===== src/rtl/dnoc_out_arb_pkg.sv =====
// Shared types for the DNoC interface output arbiter: FSM state encoding,
// node-id type and the default-width sync-target type.
package dnoc_out_arb_pkg;

    typedef enum logic [1:0] {
        ST_IDLE = 2'd0,
        ST_SYNC = 2'd1,
        ST_SEND = 2'd2
    } arb_state_e;

    localparam int NODE_ID_W  = 4;
    localparam int SYNC_W_DEF = 12;

    typedef logic [NODE_ID_W-1:0]  node_id_t;
    typedef logic [SYNC_W_DEF-1:0] sync_target_t;

endpackage


===== src/rtl/dnoc_rr_pick.sv =====
// Combinational round-robin picker: first set request at or after ptr,
// wrapping modulo N; returns the winner one-hot and as an index.
module dnoc_rr_pick #(
    parameter int N     = 4,
    parameter int PTR_W = 2
) (
    input  logic [N-1:0]     req,
    input  logic [PTR_W-1:0] ptr,
    output logic [N-1:0]     onehot,
    output logic [PTR_W-1:0] idx,
    output logic             any
);

    // scan from ptr upward; the first hit wins and masks all later ones
    always_comb begin
        logic [PTR_W-1:0] pos_s;
        logic             hit_s;
        onehot = '0;
        idx    = '0;
        any    = 1'b0;
        pos_s  = '0;
        hit_s  = 1'b0;
        for (int k = 0; k < N; k++) begin
            pos_s         = PTR_W'((int'(ptr) + k) % N);
            hit_s         = req[pos_s] & ~any;
            onehot[pos_s] = onehot[pos_s] | hit_s;
            idx           = hit_s ? pos_s : idx;
            any           = any | hit_s;
        end
    end

endmodule


===== src/rtl/dnoc_itf_out_arb.sv =====
// DNoC interface output arbiter: round-robin over channels, optional barrier
// sync for locally owned multicast, single-flit injection. Define
// DNOC_OUT_ARB_SYNC_TIMEOUT_EN to bound the sync wait with TIMEOUT_CYC.
module dnoc_itf_out_arb
    import dnoc_out_arb_pkg::*;
#(
    parameter int       NUM_CH      = 4,
    parameter int       FLIT_W      = 256,
    parameter node_id_t NODE_ID     = 4'd0,
    parameter int       SYNC_W      = SYNC_W_DEF,
    parameter int       TIMEOUT_CYC = 1024
) (
    input  logic                     clk,
    input  logic                     rst_n,
    input  logic [NUM_CH-1:0]        ch_req,
    output logic [NUM_CH-1:0]        ch_gnt,
    input  logic [NUM_CH*FLIT_W-1:0] ch_flit,
    input  logic [NUM_CH-1:0]        ch_mc,
    input  logic [NUM_CH*4-1:0]      ch_sync_tid,
    input  logic [NUM_CH*SYNC_W-1:0] ch_sync_target,
    output logic [FLIT_W-1:0]        in_flit,
    output logic                     in_valid,
    output logic                     in_last,
    input  logic                     in_ready,
    output logic                     sync_init,
    output logic [SYNC_W-1:0]        sync_target,
    input  logic                     sync_hit,
    output logic                     busy,
    output logic                     sync_err
);

    localparam int PTR_W = (NUM_CH > 1) ? $clog2(NUM_CH) : 1;

    arb_state_e          state_r;
    logic [PTR_W-1:0]    rr_ptr_r;
    logic [PTR_W-1:0]    idx_r;
    logic [FLIT_W-1:0]   flit_r;
    logic [SYNC_W-1:0]   target_r;
    logic [FLIT_W-1:0]   in_flit_r;
    logic                in_valid_r;
    logic                sync_init_r;

    logic [NUM_CH-1:0]   pick_onehot_s;
    logic [PTR_W-1:0]    pick_idx_s;
    logic                pick_any_s;
    logic [FLIT_W-1:0]   pick_flit_s;
    logic [SYNC_W-1:0]   pick_target_s;
    node_id_t            pick_tid_s;
    logic                pick_mc_s;
    logic                hs_s;
    logic                tmo_s;
    logic [PTR_W-1:0]    next_ptr_s;

    dnoc_rr_pick #(
        .N     (NUM_CH),
        .PTR_W (PTR_W)
    ) u_pick (
        .req    (ch_req),
        .ptr    (rr_ptr_r),
        .onehot (pick_onehot_s),
        .idx    (pick_idx_s),
        .any    (pick_any_s)
    );

    // AND-OR select of the winning channel's side-band fields
    always_comb begin
        pick_flit_s   = '0;
        pick_target_s = '0;
        pick_tid_s    = '0;
        pick_mc_s     = 1'b0;
        for (int i = 0; i < NUM_CH; i++) begin
            pick_flit_s   = pick_flit_s   | ({FLIT_W{pick_onehot_s[i]}} & ch_flit[i*FLIT_W +: FLIT_W]);
            pick_target_s = pick_target_s | ({SYNC_W{pick_onehot_s[i]}} & ch_sync_target[i*SYNC_W +: SYNC_W]);
            pick_tid_s    = pick_tid_s    | ({NODE_ID_W{pick_onehot_s[i]}} & ch_sync_tid[i*4 +: 4]);
            pick_mc_s     = pick_mc_s     | (pick_onehot_s[i] & ch_mc[i]);
        end
    end

    assign hs_s       = in_valid_r & in_ready;
    assign next_ptr_s = (idx_r == PTR_W'(NUM_CH - 1)) ? '0 : idx_r + PTR_W'(1);

    // grant must coincide with the accepting handshake, so it is decoded from it
    always_comb begin
        ch_gnt = '0;
        for (int i = 0; i < NUM_CH; i++) begin
            ch_gnt[i] = hs_s & (idx_r == PTR_W'(i));
        end
    end

`ifdef DNOC_OUT_ARB_SYNC_TIMEOUT_EN
    localparam int TMO_W = $clog2(TIMEOUT_CYC) + 1;

    logic [TMO_W-1:0] tmo_cnt_r;
    logic             sync_err_r;

    // counts SYNC cycles; cleared whenever the arbiter is elsewhere
    always_ff @(posedge clk or negedge rst_n) begin
        if (!rst_n) begin
            tmo_cnt_r <= '0;
        end else if (state_r == ST_SYNC) begin
            tmo_cnt_r <= tmo_cnt_r + TMO_W'(1);
        end else begin
            tmo_cnt_r <= '0;
        end
    end

    assign tmo_s = (tmo_cnt_r == TMO_W'(TIMEOUT_CYC - 1));

    // one-cycle error pulse on abandoning a barrier
    always_ff @(posedge clk or negedge rst_n) begin
        if (!rst_n) begin
            sync_err_r <= 1'b0;
        end else begin
            sync_err_r <= (state_r == ST_SYNC) & ~sync_hit & tmo_s;
        end
    end

    assign sync_err = sync_err_r;
`else
    assign tmo_s    = 1'b0;
    assign sync_err = 1'b0;
`endif

    // main arbitration FSM with registered injection and sync outputs
    always_ff @(posedge clk or negedge rst_n) begin
        if (!rst_n) begin
            state_r     <= ST_IDLE;
            rr_ptr_r    <= '0;
            idx_r       <= '0;
            flit_r      <= '0;
            target_r    <= '0;
            in_flit_r   <= '0;
            in_valid_r  <= 1'b0;
            sync_init_r <= 1'b0;
        end else begin
            sync_init_r <= 1'b0;
            case (state_r)
                ST_IDLE: begin
                    if (pick_any_s) begin
                        idx_r    <= pick_idx_s;
                        flit_r   <= pick_flit_s;
                        target_r <= pick_target_s;
                        if (pick_mc_s && (pick_tid_s == NODE_ID)) begin
                            state_r     <= ST_SYNC;
                            sync_init_r <= 1'b1;
                        end else begin
                            state_r    <= ST_SEND;
                            in_valid_r <= 1'b1;
                            in_flit_r  <= pick_flit_s;
                        end
                    end
                end
                ST_SYNC: begin
                    if (sync_hit) begin
                        state_r    <= ST_SEND;
                        in_valid_r <= 1'b1;
                        in_flit_r  <= flit_r;
                    end else if (tmo_s) begin
                        state_r  <= ST_IDLE;
                        rr_ptr_r <= next_ptr_s;
                    end
                end
                ST_SEND: begin
                    if (hs_s) begin
                        state_r    <= ST_IDLE;
                        in_valid_r <= 1'b0;
                        in_flit_r  <= '0;
                        rr_ptr_r   <= next_ptr_s;
                    end
                end
                default: begin
                    state_r    <= ST_IDLE;
                    in_valid_r <= 1'b0;
                    in_flit_r  <= '0;
                end
            endcase
        end
    end

    assign in_flit     = in_flit_r;
    assign in_valid    = in_valid_r;
    assign in_last     = in_valid_r;
    assign sync_init   = sync_init_r;
    assign sync_target = sync_init_r ? target_r : '0;
    assign busy        = (state_r != ST_IDLE);

endmodule


===== config.mk =====
export PLATFORM = sky130hd
export DESIGN_NAME = dnoc_itf_out_arb
export DESIGN_NICKNAME = d
export VERILOG_FILES = /design/src/rtl/dnoc_out_arb_pkg.sv /design/src/rtl/dnoc_rr_pick.sv /design/src/rtl/dnoc_itf_out_arb.sv
export SDC_FILE = /design/constraint.sdc
export NUM_CORES = 1
export LEC_CHECK = 0
export ABC_AREA = 1
export CORE_AREA = 2 2 541 543
export DETAILED_ROUTE_END_ITERATION = 16
export DIE_AREA = 0 0 543 545
export GPL_TIMING_DRIVEN = 0
export HOLD_SLACK_MARGIN = 0.08
export PLACE_DENSITY = 0.32
export SLEW_MARGIN = 20
export SYNTH_ARGS = -nofsm -noshare
export SYNTH_HDL_FRONTEND = slang
export SYNTH_SLANG_ARGS = --single-unit

===== constraint.sdc =====
create_clock -name clk -period 6.4 [get_ports clk]
set_input_delay 0.96 -clock clk [delete_from_list [all_inputs] [get_ports clk]]
set_output_delay 0.96 -clock clk [all_outputs]
set_load 0.005 [all_outputs]

==> qor.yml <==
synth_seq_area_share: 0.405
num_io_pins: 1377
clockRootBuffer: "clkbuf_16"
skew_ps: 34.3
fin_hold_ws_ps: 252
worstPathCellList: "inv_1 > ha_1 > mux2i_1 > nand3_2 > nand3_1 > nand3_1 > nand3_1 > nand2_1 > nand3_1 > nand2_1 > nand2_1 > buf_2 > buf_1 > nand3_1 > nand2_1 > o21ai_0 > nand2_1 > nand3_1 > nand2_1"
crit_slowest_cell: "buf_2"
cts_setup_buffers: 0
cts_sinks: 532
grt_pass1_wl_um: 348000
place_congestion: 0.948
pre_cts_ws_ps: 271
clk-insertion-delay-late_ps: 710
drtIter0Drc: 2660
worst-slew-pin-transition_ps: 1070
drt.antenna.violating_nets: 0
min_path_type: "in -> async"
synthCells: 4816
layout.nets: 7396
setup_ws_ps: 748
p_leak_uw: 0.0256
vias: 39800
r2r_slack_ps: 750
die_w_um: 543
finalSetupViolations: 0
max_slew_margin: 0.284
yosys.area.top_type_share: 0.405
synth_area_um2: 32900
grt_util_all_layers: 0.171
finalSetupTns_ps: 0
slew_violations: 0
synth-seq-cells: 532
max_stage_delay_ps: 670
postSynthAreaPerCell_um2: 6.83
areaGrowthSynthToFinish_pct: 65.9
post-route-util: 0.188
async_flop_share: 1.00
drt_wl_total_um: 263000
ys_warn_count: 0
r2r-start: "rr_ptr_r[1]"
grt_pass1_vias: 41000
fmax_mhz: 177
pwr_density_cell_nw_per_um2: 654
die_area_um2: 296000
dp_hpwl_um: 219000
synth_fp_nets: 5928
fillers: 32800
grt_start_max_net_pins: 86
io_buffers: 1375
max_cap_viol_count: 0
antenna_found_initial: 62
path_buf_inv: 3
ys_types: 34
synth_ff_type: "dfrtp_1"
totalPowerFinal_uw: 35700
ys_top_cells_by_area: "dfrtp_1, nand2_1, nand3_1"
path_max_fanout: 10
drive_gt1_frac: 0.0921
std_cell_rows: 198
synth-edff-count: 0
grt-ovfl-total: 0
end_kind: "register"
die_h_um: 545
cts.clk_slew.worst_paths_ps: 50
post_cts_resized: 0
rr_worst_depth: 19
h-tree-depth: 3
viasPerCell: 3.89
critPathTopFamily: "simple AND/OR/NAND/NOR gates"
finalCriticalPeriod_ps: 5650
run_status: "finished, final reports clean"
cts_hold_buf: 0
path_class: "reg -> reg"
start_util: 0.113
r2r-end: "in_flit[247]"
critPathLaunchType: "register"
coreArea_um2: 290000
synth_area_leader_cell: "dfrtp_1"
peakVddDrop_uv: 265
finalHoldViolCount: 0
cts_buffer_depth: 3
drc: 0
rsz0062_at_grt: "false"
drtPass1Iterations: 6
post-route-period-util: 0.883
cts_made_buffers: 76
cts_tree: "built"
avgRoutedWirePerCell_um: 25.7
critPathRequiredTime_ps: 7020
cp.arrival_ps: 6270
## stage by stage
step,cells,cell area [um^2]
floorplan,4816,32900
global placement,10100,51600
detailed placement,10100,52000
global route,10200,54600
CTS,10200,54500
finish,10200,54600
## cell usage in the layout, fill, tap and decap left out, types with 4 or more instances in the layout
cell             count
o21ai_0            259
buf_16               9
nand3_2             11
buf_12              27
buf_2              157
a21o_1               4
buf_4               13
clkbuf_2            17
clkinv_2             8
ha_1                12
nand2_2            205
clkbuf_16           77
diode_2             17
nand4_1             13
bufinv_16            9
buf_1               27
clkbuf_1           167
clkbuf_8            12
nand2_1           1981
inv_2                5
buf_6               13
nand3_1           1314
nor2_1               8
inv_1               35
clkdlybuf4s50_1   1374
o21ai_1              5
or4_1                4
dfrtp_1            532
and2_1               4
## worst register-to-register path, delay by kind of cell, from the launching register on
family                   cells  cell delay, ps
flip-flops                   1             560
AND/OR/NAND/NOR             13            2310
adder cells (fa/ha/maj)      1             560
buffers and inverters        3            1640
AO/OA/AOI/OAI                1             210
multiplexers                 1             320
## state kept, by name (all words and copies together) (netlist names)
register   count
rr_ptr_r       2
idx_r          2
flit_r       256
sync_init      1
state_r        2
target_r      12
in_flit      256
in_last        1
## routing by layer
| metal | part of all wire | vias up | wire length, um | track usage |
|---|---|---|---|---|
| met5 | 0.00066 | - | 173 | 0 |
| met4 | 0.043 | 26 | 11400 | 0.0736 |
| met3 | 0.076 | 276 | 20100 | 0.0487 |
| met2 | 0.49 | 1545 | 129000 | 0.298 |
| met1 | 0.39 | 19200 | 102000 | 0.193 |
| li1 | - | 18800 | - | - |
## worst max path at each step
stage	startpoint	end	slack (ps)	cells after the start
2_1_floorplan	ch_req[3]	in_flit[100]	3080	24
3_3_place_gp	rst_n	in_flit[53]	-23350	1
3_5_place_dp	ch_req[3]	in_flit[247]	270	23
4_1_cts	rr_ptr_r[1]	in_flit[247]	610	19
5_1_grt	rr_ptr_r[1]	in_flit[247]	260	19
6_report	rr_ptr_r[1]	in_flit[247]	750	19
## cell usage after synthesis (2+ instances only)
library cell and count:
o21ai_0 261, ha_1 12, nand3_4 3, nand3_1 1314, or4_1 4, nand4_1 13, buf_2 160, nand2_1 1982
and2_1 4, inv_1 35, buf_12 22, nor3_1 2, dfrtp_1 532, nand3_2 11, buf_1 27, nand2_2 204
nand2_4 3, clkbuf_1 172, nor2_1 11, buf_6 12, o21ai_1 3, buf_4 10, inv_2 5, a21o_1 4
## power by group
group          leakage, uW  switching (uW)  internal, uW
logic               0.0178           17500          7620
clock network      0.00126            1830          2710
registers          0.00663             971          5030
total               0.0256           20300         15400
## kinds of logic (layout without fill, tap and decap cells)
family                     count (synthesis)  in the layout  share of synthesized area
and+or+nand+nor                         3554           3554                      0.477
DFF                                      532            532                      0.405
buffers and inverters                    444           1960                     0.0715
AOI/OAI and AO/OA                        272            272                     0.0419
adders and majority gates                 12             12                    0.00456
other                                      1             18                   0.000114
muxes                                      1              1                   0.000304
## cell type report
class / instances / area (um^2) / area share
multi-input combinational: 3840 / 17300 / 0.316
timing repair buffer: 1390 / 14100 / 0.259
sequential: 532 / 13300 / 0.244
tap: 3900 / 4880 / 0.0894
buffer: 403 / 2230 / 0.0409
clock buffer: 103 / 2140 / 0.0393
clock inverter: 23 / 427 / 0.00782
inverter: 41 / 154 / 0.00282
antenna: 17 / 42.5 / 0.000779
(Power assumes the default switching activity.)
